File: config.mk
export PLATFORM = sky130hd
export DESIGN_NAME = spmv_result_packer
export DESIGN_NICKNAME = d
export VERILOG_FILES = /design/src/rtl/spmv_result_packer.sv
export SDC_FILE = /design/constraint.sdc
export NUM_CORES = 1
export LEC_CHECK = 0
export ABC_AREA = 1
export BUFFER_PORTS_ARGS = -buffer_cell sky130_fd_sc_hd__buf_4
export CAP_MARGIN = 20
export CORE_MARGIN = 4
export CORE_UTILIZATION = 54
export CTS_CLUSTER_DIAMETER = 200
export DETAILED_ROUTE_END_ITERATION = 7
export GPL_TIMING_DRIVEN = 0
export PLACE_DENSITY_LB_ADDON = 0.08
export SLEW_MARGIN = 40
export SYNTH_ARGS = -nofsm -noshare
export SYNTH_HDL_FRONTEND = slang
export SYNTH_SLANG_ARGS = --single-unit
File: constraint.sdc
create_clock -name i_clk -period 3.36 [get_ports i_clk]
set_clock_uncertainty 0.2 [all_clocks]
set_input_delay 0.504 -clock i_clk [delete_from_list [all_inputs] [get_ports i_clk]]
set_output_delay 0.504 -clock i_clk [all_outputs]
set_load 0.1 [all_outputs]
File: src/rtl/spmv_result_packer.sv
// spmv_result_packer
//   Packs a stream of FP16 row results into 256-bit SRAM words (16 lanes per word)
//   and writes each word to consecutive 5-bit word addresses, wrapping modulo 32.
//
// Ports
//   i_clk         rising-edge clock
//   i_rst         synchronous active-high reset, highest priority
//   i_start       one-cycle pulse; begins a new result vector (honoured in IDLE/DONE only)
//   i_num_rows    rows expected in the vector, sampled on an accepted i_start
//   i_base_addr   first SRAM word address, sampled on an accepted i_start
//   i_valid       upstream row result valid
//   i_data        FP16 row result, stored unmodified
//   o_ready       packer accepts i_data this cycle (FILL only)
//   o_address     SRAM word address of the word being filled / written
//   o_wr_en       SRAM write strobe, one cycle per word
//   o_write_data  packed word during o_wr_en, zero otherwise
//   o_state       FSM state: 0 IDLE, 1 FILL, 2 WRITE, 3 DONE
//   o_count       rows accepted since the last start
//   o_done        all rows of the vector written
module spmv_result_packer (
  input  logic         i_clk,
  input  logic         i_rst,
  input  logic         i_start,
  input  logic [8:0]   i_num_rows,
  input  logic [4:0]   i_base_addr,
  input  logic         i_valid,
  input  logic [15:0]  i_data,
  output logic         o_ready,
  output logic [4:0]   o_address,
  output logic         o_wr_en,
  output logic [255:0] o_write_data,
  output logic [1:0]   o_state,
  output logic [8:0]   o_count,
  output logic         o_done
);

  localparam logic [1:0] StIdle  = 2'd0;
  localparam logic [1:0] StFill  = 2'd1;
  localparam logic [1:0] StWrite = 2'd2;
  localparam logic [1:0] StDone  = 2'd3;

  logic [1:0]   state_q, state_d;
  logic [8:0]   num_rows_q, num_rows_d;
  logic [4:0]   addr_q, addr_d;
  logic [8:0]   count_q, count_d;
  logic [3:0]   lane_q, lane_d;
  logic [255:0] buf_q, buf_d;

  always_comb begin
    state_d    = state_q;
    num_rows_d = num_rows_q;
    addr_d     = addr_q;
    count_d    = count_q;
    lane_d     = lane_q;
    buf_d      = buf_q;

    case (state_q)
      StIdle, StDone: begin
        if (i_start) begin
          num_rows_d = i_num_rows;
          addr_d     = i_base_addr;
          count_d    = 9'd0;
          lane_d     = 4'd0;
          buf_d      = '0;
          // An empty vector completes immediately without touching the SRAM.
          state_d    = (i_num_rows == 9'd0) ? StDone : StFill;
        end
      end

      StFill: begin
        if (i_valid) begin
          buf_d[{lane_q, 4'b0000} +: 16] = i_data;
          count_d = count_q + 9'd1;
          lane_d  = lane_q + 4'd1;
          if (lane_q == 4'd15 || count_d == num_rows_q) begin
            state_d = StWrite;
          end
        end
      end

      StWrite: begin
        buf_d   = '0;
        lane_d  = 4'd0;
        addr_d  = addr_q + 5'd1;  // natural 5-bit wrap gives modulo-32 addressing
        state_d = (count_q == num_rows_q) ? StDone : StFill;
      end

      default: state_d = StIdle;
    endcase
  end

  always_ff @(posedge i_clk) begin
    if (i_rst) begin
      state_q    <= StIdle;
      num_rows_q <= 9'd0;
      addr_q     <= 5'd0;
      count_q    <= 9'd0;
      lane_q     <= 4'd0;
      buf_q      <= '0;
    end else begin
      state_q    <= state_d;
      num_rows_q <= num_rows_d;
      addr_q     <= addr_d;
      count_q    <= count_d;
      lane_q     <= lane_d;
      buf_q      <= buf_d;
    end
  end

  // Outputs are decoded from registered state only; no input-to-output paths.
  always_comb begin
    o_ready      = (state_q == StFill);
    o_wr_en      = (state_q == StWrite);
    o_done       = (state_q == StDone);
    o_state      = state_q;
    o_count      = count_q;
    o_address    = addr_q;
    o_write_data = (state_q == StWrite) ? buf_q : '0;
  end

endmodule

==> run metrics <==
max_slew headroom 49.2%; placed inst area 16300 µm²; routing usage on met3 7.26%; vias in the first global route 13800; post-route cell area 17300 µm²; worst skew pair latency 540 ps; Synth Area in XOR/XNOR 0.705%; Syn Area/Cell 6.34 µm²; PwrDens 578 nW/µm²; worst slew pin tran 762 ps; ys async rst share 0%; met2 global-route usage 51.7%; drt first pass iters 8; CP arrival 2570 ps; RR Endpoint buf_q[58]$_SDFFE_PP0P_; Overall Power 9.99 mW; Pins Over Slew Limit 0; type of the worst min-delay path in -> reg; I/O Buffers 307; Netlist Area Pre-Place 13500 µm²; largest net degree at the start of global routing 16; R2R Setup Slk 440 ps; # setup viols final 0; CP max stage delay 400 ps; MaxCap Viol Count 0; Internal 5.98 mW; Nets 2509; cts bufs inserted 29; adder-cell area share of the yosys netlist 0.928%; Critical Path Fanout Max 12; global-route wire length before repair 72.0 mm; CTS clk-pin slew, worst paths 60 ps; critical path depth in cells 7; CTS sink count 285; peak supply drop 0.887 mV; Die Area 27600 µm²; Lkg Pwr 8.93 nW; GRT overflow 0; CP bufs+invs 5; Final period util 97.5%; reg2reg path depth 11; core area 24500 µm²; syn_nets 2172; NetSw 4.01 mW; Avg Vias per Cell 5.21; Gate power share 31.0%; die width 166 µm; dpl cells 2759; Initial Utilization 55.1%; Clk Tree Root Cell clkbuf_16; Worst setup endpoint o_write_data[64]; io pins 309; Seq pwr share 36.4%; compound-gate portion of the synthesized area 11.9%; share of cells above drive strength 1 18.6%; Clk pwr share 32.6%; worst hold margin 12.0 ps; fin cells 2811; Residual DRC 0; via count 14700; drt wl/cell 16.5 µm; CTS tree built; final wirelength 46.3 mm; GR Util met1 41.1%; chip height 166 µm; placer congestion estimate 0.970; mux contribution to synthesized area 0%; postcts setup bufs 0; # diodes 0; GRT Overall Usage 31.8%; Final Hold Vio Count 0; Synth Flop Type dfxtp_1; Net Sw Frac 40.2%; Final Critical Period 3280 ps; CP max-delay cell clkbuf_2; clock buffer depth 3; HPWL Detailed 34.5 mm; area delta synth->final 28.0%; family with the most delay on the worst path buffers and inverters; Warnings, synthesis 0; Simple-Gate Fraction of Synth Area 30.7%; Mapped Cells 2128; critical path type reg -> out; Hold Buf Count CTS 0; Routed Antenna Nets 0; initial antenna violation count 0; Cell variety after synth 35; nature of the critical path endpoint primary output; busiest layer in global routing met2; Crit. Startpoint o_state[0]$_SDFFE_PP0P_; Max Freq 305 MHz; Worst setup SP type flip-flop; Seq/Total Area, Yosys 42.3%; WP data required 2660 ps; crit-path cells inv_1 -> ha_4 -> clkbuf_2 -> clkbuf_2 -> nand2_1 -> inv_1 -> buf_4; Final Core Density 70.6%; initial DRC count 1389; H-tree levels 1; largest family of logic cells by synthesized area simple AND/OR/NAND/NOR gates; RR Startpoint lane_q[0]$_SDFFE_PP0P_; status completed; #FFs+latches synth 285; Post-synth EDFFs 0; Std-Cell Rows 57
power groups by stage:
stage | clock network, mW | logic [mW] | registers [mW]
global placement | 0 | 2.95 | 3.70
detailed placement | 0 | 2.99 | 3.70
global route | 3.41 | 3.30 | 3.65
finish | 3.26 | 3.09 | 3.64
floorplan | 0 | 1.83 | 3.94
CTS | 3.27 | 3.01 | 3.63
metrics by stage:
step                      TNS, ps  setup WS (ps)
after global placement      -2670           -132
after CTS                       0           18.4
after detailed placement    -2490           -134
final                           0           84.2
after global routing        -31.5          -16.4
after floorplan                 0           18.0
synth_stat cells (2+ instances only):
library cell  instances  area, µm²
buf_4                 2       15.0
inv_1               350       1310
a31oi_1               2       12.5
o21ai_0              29        145
ha_1                 10        125
inv_4                 2       12.5
xnor2_1               4       35.0
nor2_2                8       50.1
dfxtp_1             285       5710
nor3_1                3       15.0
nor3_4                5       81.3
or2_1                 2       12.5
nand2_1             861       3230
xor2_1                5       43.8
nand4_1               6       37.5
buf_2                31        155
nor3_2                2       20.0
nand3_1              64        320
nor2_1               77        289
buf_1                 8       30.0
nor4_1                3       18.8
inv_2                 8       30.0
nand2_4               3       33.8
a211oi_1              2       15.0
clkbuf_1             68        255
a21oi_1             279       1400
kinds of logic after synthesis:
family,Yosys count
simple gates,1037
buf+inv,469
compound gates,317
flops,285
xor+xnor,10
fa+ha+maj,10
per-layer routing:
metal  wire length, µm  share of wire (%)
met5                 0                  0
met4              1980                4.3
met3              4830                 10
met2             21000                 45
met1             18500                 40
placed cells by master (no fill, tap or decap), types with 8 or more instances in the layout:
cell	instances
dfxtp_1	283
nand3_1	64
clkbuf_2	14
buf_2	32
nor2_2	8
a21oi_1	279
clkinvlp_4	25
clkbuf_16	29
inv_2	8
clkbuf_1	55
ha_1	9
nor2_1	77
nand2_1	861
o21ai_0	29
inv_1	329
buf_4	309
final cells by class:
type / count / area, µm²
fill: 2199 / 7190
inverter: 360 / 1440
timing repair buffer: 307 / 2300
clock buffer: 36 / 802
sequential: 285 / 5710
multi-input combinational: 1374 / 5980
tap: 324 / 405
buffer: 108 / 470
clock inverter: 17 / 160
worst reg2reg max path, cell delays in order, from the launching register on:
cell and delay [ps]:
dfxtp_1 390, buf_2 240, inv_4 80, ha_1 240, xor2_2 200, inv_2 150, nand2_4 130, nor3_2 550
nor2_2 200, buf_2 260, nand2_1 90, a21oi_1 60
sequential cells by signal, indices dropped and copies added (netlist names):
signal and count:
o_count 9, num_rows_q 9, o_state 2, lane_q 4, o_address 5, buf_q 256
worst min path at each step:
stage / slack, ps / startpoint / end / cells past startpoint
after floorplan: 240 / buf_q[80]$_SDFFE_PP0P_ / buf_q[80]$_SDFFE_PP0P_ / 2
after global placement: 250 / buf_q[6]$_SDFFE_PP0P_ / buf_q[6]$_SDFFE_PP0P_ / 2
after detailed placement: 250 / buf_q[125]$_SDFFE_PP0P_ / buf_q[125]$_SDFFE_PP0P_ / 2
after CTS: 7 / i_base_addr[0] / o_address[0]$_SDFFE_PP0P_ / 3
after global routing: 30 / i_base_addr[0] / o_address[0]$_SDFFE_PP0P_ / 3
final: 10 / i_base_addr[0] / o_address[0]$_SDFFE_PP0P_ / 3
repair_timing:
| item | 4_1_cts | 5_1_grt |
|---|---|---|
| gates resized for setup | 6 | 18 |
| gates cloned | 0 | 0 |
| setup endpoints to repair | 231 | 56 |
No activity file was read; power rests on OpenSTA's default activity.
